===== src/rtl/regfile_4r1w.sv =====
// 16 x 8 general-purpose register file with four combinational read ports,
// one synchronous write port and a 1-bit overflow condition register.
// The overflow register is captured alongside every data write.
module regfile_4r1w #(
   parameter int unsigned DATA_WIDTH = 8,
   parameter int unsigned ADDR_WIDTH = 4
) (
   input  logic                  clk,
   input  logic                  rst_i,
   input  logic [ADDR_WIDTH-1:0] regRead1_i,
   input  logic [ADDR_WIDTH-1:0] regRead2_i,
   input  logic [ADDR_WIDTH-1:0] regRead3_i,
   input  logic [ADDR_WIDTH-1:0] regRead4_i,
   input  logic                  writeEnable_i,
   input  logic [ADDR_WIDTH-1:0] regWrite_i,
   input  logic [DATA_WIDTH-1:0] dataWrite_i,
   input  logic                  ovrflw_i,
   output logic [DATA_WIDTH-1:0] dataRead1_o,
   output logic [DATA_WIDTH-1:0] dataRead2_o,
   output logic [DATA_WIDTH-1:0] dataRead3_o,
   output logic [DATA_WIDTH-1:0] dataRead4_o,
   output logic                  ovrflw_o
);

   localparam int unsigned NumRegs = 2 ** ADDR_WIDTH;

   logic [DATA_WIDTH-1:0] regs_q [NumRegs];
   logic [DATA_WIDTH-1:0] regs_d [NumRegs];
   logic                  ovrflw_q;
   logic                  ovrflw_d;

   // Next-state: only the addressed entry changes, and only while writeEnable_i is high,
   // so X on the write address/data with the strobe low cannot disturb stored state.
   always_comb begin
      ovrflw_d = ovrflw_q;
      for (int i = 0; i < NumRegs; i++) begin
         regs_d[i] = regs_q[i];
         if (writeEnable_i && (regWrite_i == ADDR_WIDTH'(i))) begin
            regs_d[i] = dataWrite_i;
         end
      end
      if (writeEnable_i) begin
         ovrflw_d = ovrflw_i;
      end
   end

   // State update: synchronous reset clears everything and wins over a same-cycle write.
   always_ff @(posedge clk) begin
      if (rst_i) begin
         for (int i = 0; i < NumRegs; i++) begin
            regs_q[i] <= '0;
         end
         ovrflw_q <= 1'b0;
      end else begin
         for (int i = 0; i < NumRegs; i++) begin
            regs_q[i] <= regs_d[i];
         end
         ovrflw_q <= ovrflw_d;
      end
   end

   // Reads come straight from the flops: no bypass, a same-address write shows after the edge.
   assign dataRead1_o = regs_q[regRead1_i];
   assign dataRead2_o = regs_q[regRead2_i];
   assign dataRead3_o = regs_q[regRead3_i];
   assign dataRead4_o = regs_q[regRead4_i];
   assign ovrflw_o    = ovrflw_q;

endmodule


===== config.mk =====
export PLATFORM = sky130hd
export DESIGN_NAME = regfile_4r1w
export DESIGN_NICKNAME = d
export VERILOG_FILES = /design/src/rtl/regfile_4r1w.sv
export SDC_FILE = /design/constraint.sdc
export NUM_CORES = 1
export LEC_CHECK = 0
export BUFFER_PORTS_ARGS = -buffer_cell sky130_fd_sc_hd__buf_2
export CAP_MARGIN = 20
export CORE_ASPECT_RATIO = 0.75
export CORE_UTILIZATION = 43
export DETAILED_ROUTE_END_ITERATION = 12
export PLACE_DENSITY = 0.63
export SLEW_MARGIN = 20
export SYNTH_ARGS = -nofsm -noshare
export SYNTH_HDL_FRONTEND = slang
export SYNTH_SLANG_ARGS = --single-unit

===== constraint.sdc =====
create_clock -name clk -period 1.7 [get_ports clk]
set_input_delay 0.34 -clock clk [delete_from_list [all_inputs] [get_ports clk]]
set_output_delay 0.34 -clock clk [all_outputs]
set_load 0.01 [all_outputs]

==> results of run 1 <==
-- cells in the final DEF (no fill, tap or decap), types with 3 or more instances in the layout --
cell type  count
a22oi_2       43
nand4_1        3
buf_4         44
o21ai_1        4
and2_1         4
clkinv_1       3
buf_6          9
edfxtp_1     128
bufinv_16      5
nand3_1        4
mux4_2       123
nand4b_1       3
a22oi_1       21
nand2_2        9
clkbuf_16     17
inv_1         11
buf_2         55
nand2_1       44
nor2b_1        5
buf_12        20
mux4_1         3
nor2b_2        3
nor2_1        84
-- how the worst min path moves through the flow --
| stage | depth (start not counted) | to | start |
|---|---|---|---|
| global route | 2 | ovrflw_o | rst_i |
| finish | 2 | ovrflw_o | rst_i |
| floorplan | 1 | ovrflw_o | rst_i |
| detailed placement | 2 | ovrflw_o | ovrflw_o |
| global placement | 2 | ovrflw_o | ovrflw_o |
| CTS | 2 | ovrflw_o | rst_i |
-- worst max-delay path: cells and delay by family (launching register included) --
family,cells,cell delay (ps)
AO/OA/AOI/OAI,1,270
multiplexers,1,510
buffers and inverters,1,150
flip-flops,1,460
AND/OR/NAND/NOR,1,150
-- metrics by stage --
| stage | hold WS [ps] | std cells | area, um^2 | setup slack (ps) |
|---|---|---|---|---|
| after floorplan | 412 | 558 | 8500 | -88.4 |
| after global placement | 472 | 885 | 9410 | -568 |
| after detailed placement | 510 | 885 | 9410 | -558 |
| after CTS | 75.4 | 917 | 10300 | -541 |
| after global routing | 87.5 | 917 | 10300 | -603 |
| final | 85.7 | 917 | 10300 | -595 |
-- layout make-up --
class	instances	area (um^2)	area share, %
well taps	253	317	3.06
clock buffers	17	425	4.12
clock inverters	15	214	2.07
repair buffers	128	1110	10.7
inverters	11	41.3	0.400
multi-input cells	364	4370	42.3
flip-flops and latches	129	3860	37.4
-- timing repair --
action | in CTS | in global routing
gates cloned | 0 | 0
gates resized for setup | 55 | 16
pin swaps | 21 | 4
setup endpoints to repair | 32 | 32
-- logic make-up after synthesis --
group / Yosys count / synth area share [%]
AND/OR/NAND/NOR: 165 / 8.09
buffers and inverters: 65 / 4.61
flip-flops: 129 / 45.2
multiplexers: 129 / 36.1
AO/OA/AOI/OAI: 70 / 6.03
-- power breakdown --
group	switching, mW	internal (mW)	leakage, nW
Sequential	0.213	3.75	1.24
Combinational	0.976	1.01	2.09
Clock	1.38	2.59	0.310
Total	2.57	7.35	3.64
-- sequential cells by signal (all words and copies together) (netlist names) --
| name | count |
|---|---|
| ovrflw_o | 1 |
| regs_q | 128 |
-- layer usage --
| metal | vias to the layer above | wire length, um |
|---|---|---|
| li1 | 2483 | - |
| met5 | - | 0 |
| met4 | 0 | 533 |
| met2 | 461 | 11700 |
| met3 | 49 | 3430 |
| met1 | 3159 | 10400 |
==> results.tsv, run 1 <==
stage	metric	value	unit
outcome	status	finished, violations left	
outcome	violations	negative setup slack	
logic_synthesis	yosysSeqAreaShare	45.2	%
route	wire_per_inst	28.5	um
critical_path	critPathKind	reg -> out	
pwr	fin_total_pwr	9.92	mW
logic_synthesis	synth.yosys.warnings	0	
pwr	power.density	959	nW/um^2
critical_path	cp_cell_sequence	mux4_2 > a22oi_2 > nand2_2 > buf_6	
route	vias	6152	
global_routing	antenna_found_initial	0	
global_routing	track_usage	27.5	%
sta	fin_worst_skew	0	ps
place	port_buffers	64	
cts	cts_max_level	4	
critical_path	cp_max_fo	4	
logic_synthesis	synth_common_cells	128 x edfxtp_1, 86 x nor2_1, 75 x mux4_2	
sta	setup_viol	32	
sta	timing.setup.tns	-15260	ps
sta	final.period_utilization	135	%
logic_synthesis	netlist_instances	558	
sta	fmax	436	MHz
logic_synthesis	async_reset_ff_share	0	%
critical_path	cp.required	1360	ps
critical_path	critical-path-max-stage-delay	510	ps
cts	post_cts_buffers	0	
logic_synthesis	ys.flop_type	edfxtp_1	
critical_path	cp-endpoint	dataRead4_o[2]	
floorplanning	die_area	20500	um^2
layout	layout-drive-gt1-share	51.1	%
critical_path	startpoint	regs_q[8][2]	
global_routing	grt_start_max_net_pins	25	
logic_synthesis	yosys_register_bits	129	
critical_path	crit_path_start_kind	register	
critical_path	endpoint_kind	primary output	
sta	hold_viol	0	
floorplanning	die_h	124	um
route	drtIter0Drc	877	
layout	area_delta_synth_final	20.8	%
global_routing	top_usage_layer	met2	
critical_path	r2r-end	ovrflw_o	
floorplanning	rows	44	
layout	utilization	53.2	%
layout	num_antenna_cells	0	
global_routing	grt_pass1_vias	6291	
sta	finalCriticalPeriod	2290	ps
layout	layout.nets	683	
cts	clk-insertion-delay-late	420	ps
floorplanning	core_region_area	19400	um^2
sta	relSlewSlack	22.6	%
floorplanning	fp.dieW	165	um
sta	setup_ws	-595	ps
job	cap_viol_max_count	0	
logic_synthesis	synthTopCellsByArea	edfxtp_1 45%, mux4_2 20%, mux4_1 16%, a22oi_1 5.6%, nor2_1 3.8%	
cts	path_clk_slew	60	ps
route	first_pass_iters	5	
logic_synthesis	synth_area_per_cell	15.3	um^2
cts	numCtsBuffers	17	
sta	tightestPinTransition	1160	ps
critical_path	cp_slowest_cell	mux4_2	
sta	drv_slew	0	
cts	clock-root-buffer	clkbuf_16	
floorplanning	io_pins	65	
logic_synthesis	yosys.area.top_type	edfxtp_1	
logic_synthesis	synth_top_area_share	44.9	%
logic_synthesis	yosysUniqueCellTypes	25	
pwr	power_leakage	3.64	nW
critical_path	crit_arrival	1950	ps
logic_synthesis	netlist_area	8550	um^2
logic_synthesis	synth_most_common_cell	edfxtp_1	
min_path	hold_class	in -> reg	
sta	rsz0062_at_grt	yes	
logic_synthesis	synth_edf_count	128	
pwr	ir_worst_vdd	730	uV
route	drc	0	
layout	fill_cells	1582	
global_routing	grt-ovfl-total	0	
cts	clock_sinks	129	
logic_synthesis	synth_fp_nets	590	
global_routing	met2_usage	41.5	%
route	drt_wl_total	26.1	mm
global_routing	grt_util_met1	39.1	%
route	vias_per_cell	6.71	
place	gp_congestion	0.950	
place	dp_hpwl	19.0	mm
critical_path	r2r_start	ovrflw_o	
cts	cts_tree	built	
cts	holdBufCountCts	0	
cts	clockBufferDepth	2	
critical_path	r2r_setup_slack	1110	ps
global_routing	grt_pass1_wl	38.9	mm
global_routing	gr-usage-met3	6.19	%
floorplanning	initial_core_util	44.0	%
critical_path	r2r_cells	2	
route	final_antenna_net_count	0	
Power figures use the tool's default switching activity.
==> run 2: changes to the inputs <==
--- a/config.mk
+++ b/config.mk
@@ -8,9 +8,10 @@
 export BUFFER_PORTS_ARGS = -buffer_cell sky130_fd_sc_hd__buf_2
 export CAP_MARGIN = 20
 export CORE_ASPECT_RATIO = 0.75
+export CORE_MARGIN = 2
 export CORE_UTILIZATION = 43
 export DETAILED_ROUTE_END_ITERATION = 12
-export PLACE_DENSITY = 0.63
+export PLACE_DENSITY = 0.6
 export SLEW_MARGIN = 20
 export SYNTH_ARGS = -nofsm -noshare
 export SYNTH_HDL_FRONTEND = slang
==> constraint.sdc (replaced) <==
create_clock -name clk -period 2.65 [get_ports clk]
set_input_delay 0.53 -clock clk [delete_from_list [all_inputs] [get_ports clk]]
set_output_delay 0.53 -clock clk [all_outputs]
set_load 0.01 [all_outputs]
==> results.tsv, run 2 (synthesis gave the netlist of run 1 again) <==
stage	metric	value	unit
outcome	status	finished, violations left	
place	dpl.cell_count	867	
cts	holdBufCountCts	0	
floorplanning	rows	44	
critical_path	crit_path_start_kind	primary input	
route	drtIter0Drc	1047	
layout	instances_no_fill	907	
sta	setup_viol	2	
pwr	power_leakage	3.76	nW
route	first_pass_iters	6	
layout	num_antenna_cells	0	
cts	numCtsBuffers	17	
critical_path	cp_max_fo	8	
place	gp_congestion	0.880	
floorplanning	core_region_area	19400	um^2
cts	cts_max_level	4	
critical_path	crit_arrival	2170	ps
route	wire_per_inst	28.9	um
sta	final.period_utilization	102	%
sta	relSlewSlack	23.2	%
critical_path	endpoint_kind	primary output	
pwr	ir_worst_vdd	422	uV
global_routing	grt_start_max_net_pins	33	
route	drt_wl_total	26.2	mm
floorplanning	initial_core_util	44.0	%
floorplanning	die_area	21100	um^2
global_routing	antenna_found_initial	0	
layout	area_delta_synth_final	18.6	%
sta	fmax	371	MHz
layout	final_common_cell	edfxtp_1	
sta	tightestPinTransition	1150	ps
route	drc	0	
critical_path	cp.required	2120	ps
cts	clockBufferDepth	2	
pwr	power.density	648	nW/um^2
place	port_buffers	64	
place	place_ws	-95.8	ps
critical_path	critPathKind	in -> out	
critical_path	critPathBufInv	2	
pwr	fin_total_pwr	6.57	mW
critical_path	cp_cell_sequence	buf_2 > nor2b_1 > a22oi_1 > nand2_1 > buf_2	
global_routing	grt-ovfl-total	0	
cts	cts_tree	built	
critical_path	path_delay_family	simple AND/OR/NAND/NOR gates	
sta	setup_ws	-48.8	ps
sta	fin_worst_skew	0	ps
sta	timing.setup.tns	-50.6	ps
min_path	hold_class	in -> reg	
route	vias_per_cell	6.82	
sta	rsz0062_at_grt	no	
sta	hold_viol	0	
route	vias	6183	
global_routing	grt_pass1_wl	38.3	mm
route	final_antenna_net_count	0	
cts	clk-insertion-delay-late	420	ps
sta	drv_slew	0	
layout	utilization	52.2	%
cts	clock_sinks	129	
layout	largest_reg_flops	128	
cts	clock-root-buffer	clkbuf_16	
critical_path	critical-path-max-stage-delay	900	ps
critical_path	critPathMostFrequentCell	buf_2	
layout	layout.nets	673	
floorplanning	die_h	126	um
layout	regMostFlops	regs_q	
cts	path_clk_slew	60	ps
layout	layout-drive-gt1-share	35.6	%
job	cap_viol_max_count	0	
floorplanning	io_pins	65	
layout	layout_common_cells	128 x edfxtp_1, 86 x nor2_1, 75 x mux4_2	
global_routing	grt_pass1_vias	6204	
global_routing	track_usage	25.2	%
sta	finalCriticalPeriod	2700	ps
layout	fill_cells	1591	
outcome	violations	negative setup slack	
place	dp_hpwl	18.4	mm
floorplanning	fp.dieW	167	um
critical_path	cp_slowest_cell	nor2b_1	
==> run 2: worst paths after layout <==
check                     start        endpoint  slack (ps)  depth (start not counted)
setup / recovery  regRead2_i[2]  dataRead2_o[0]         -50                          5
setup reg to reg       ovrflw_o        ovrflw_o        2070                          2
hold reg to reg        ovrflw_o        ovrflw_o         500                          2
hold / removal            rst_i        ovrflw_o         270                          2
==> run 2: cell type report <==
cell class / instances / area (um^2) / share of cell area [%]
clock buffers: 17 / 425 / 4.19
clock inverters: 15 / 312 / 3.07
inverters: 11 / 41.3 / 0.407
multi-input cells: 364 / 4320 / 42.6
flip-flops and latches: 129 / 3860 / 38.1
well taps: 253 / 317 / 3.12
repair buffers: 118 / 867 / 8.55
==> run 2: what timing repair did <==
action                     in CTS  in global routing
gates resized for setup         1                  6
pin swaps                       0                  1
setup endpoints to repair       5                  8
gates cloned                    0                  0
buffers inserted                0                  8
==> run 2: routing by layer <==
| metal | part of all wire, % | vias to the layer above | track usage [%] | wire [um] |
|---|---|---|---|---|
| met5 | 0 | - | 0 | 0 |
| met1 | 40 | 3111 | 34.7 | 10500 |
| met2 | 45 | 503 | 37.8 | 11900 |
| met4 | 1.7 | 0 | 8.27 | 454 |
| met3 | 13 | 55 | 8.64 | 3320 |
| li1 | - | 2514 | - | - |
==> run 2: per-stage QoR <==
| stage | instance area, um^2 | hold WS [ps] |
|---|---|---|
| final | 10100 | 272 |
| after global routing | 10100 | 283 |
| after CTS | 10100 | 260 |
| after detailed placement | 9320 | 483 |
| after global placement | 9320 | 474 |
| after floorplan | 8550 | 528 |
==> run 2: report_power, final <==
group / total (mW) / internal, mW / switching (mW)
sequential: 2.54 / 2.40 / 0.133
clock: 2.91 / 2.04 / 0.869
combinational: 1.12 / 0.555 / 0.568
total: 6.57 / 5.00 / 1.57
==> run 2: worst register-to-register path, cell delays in order, from the launching register on <==
cell	delay [ps]
dfxtp_1	310
mux2i_1	120
nor2_1	50
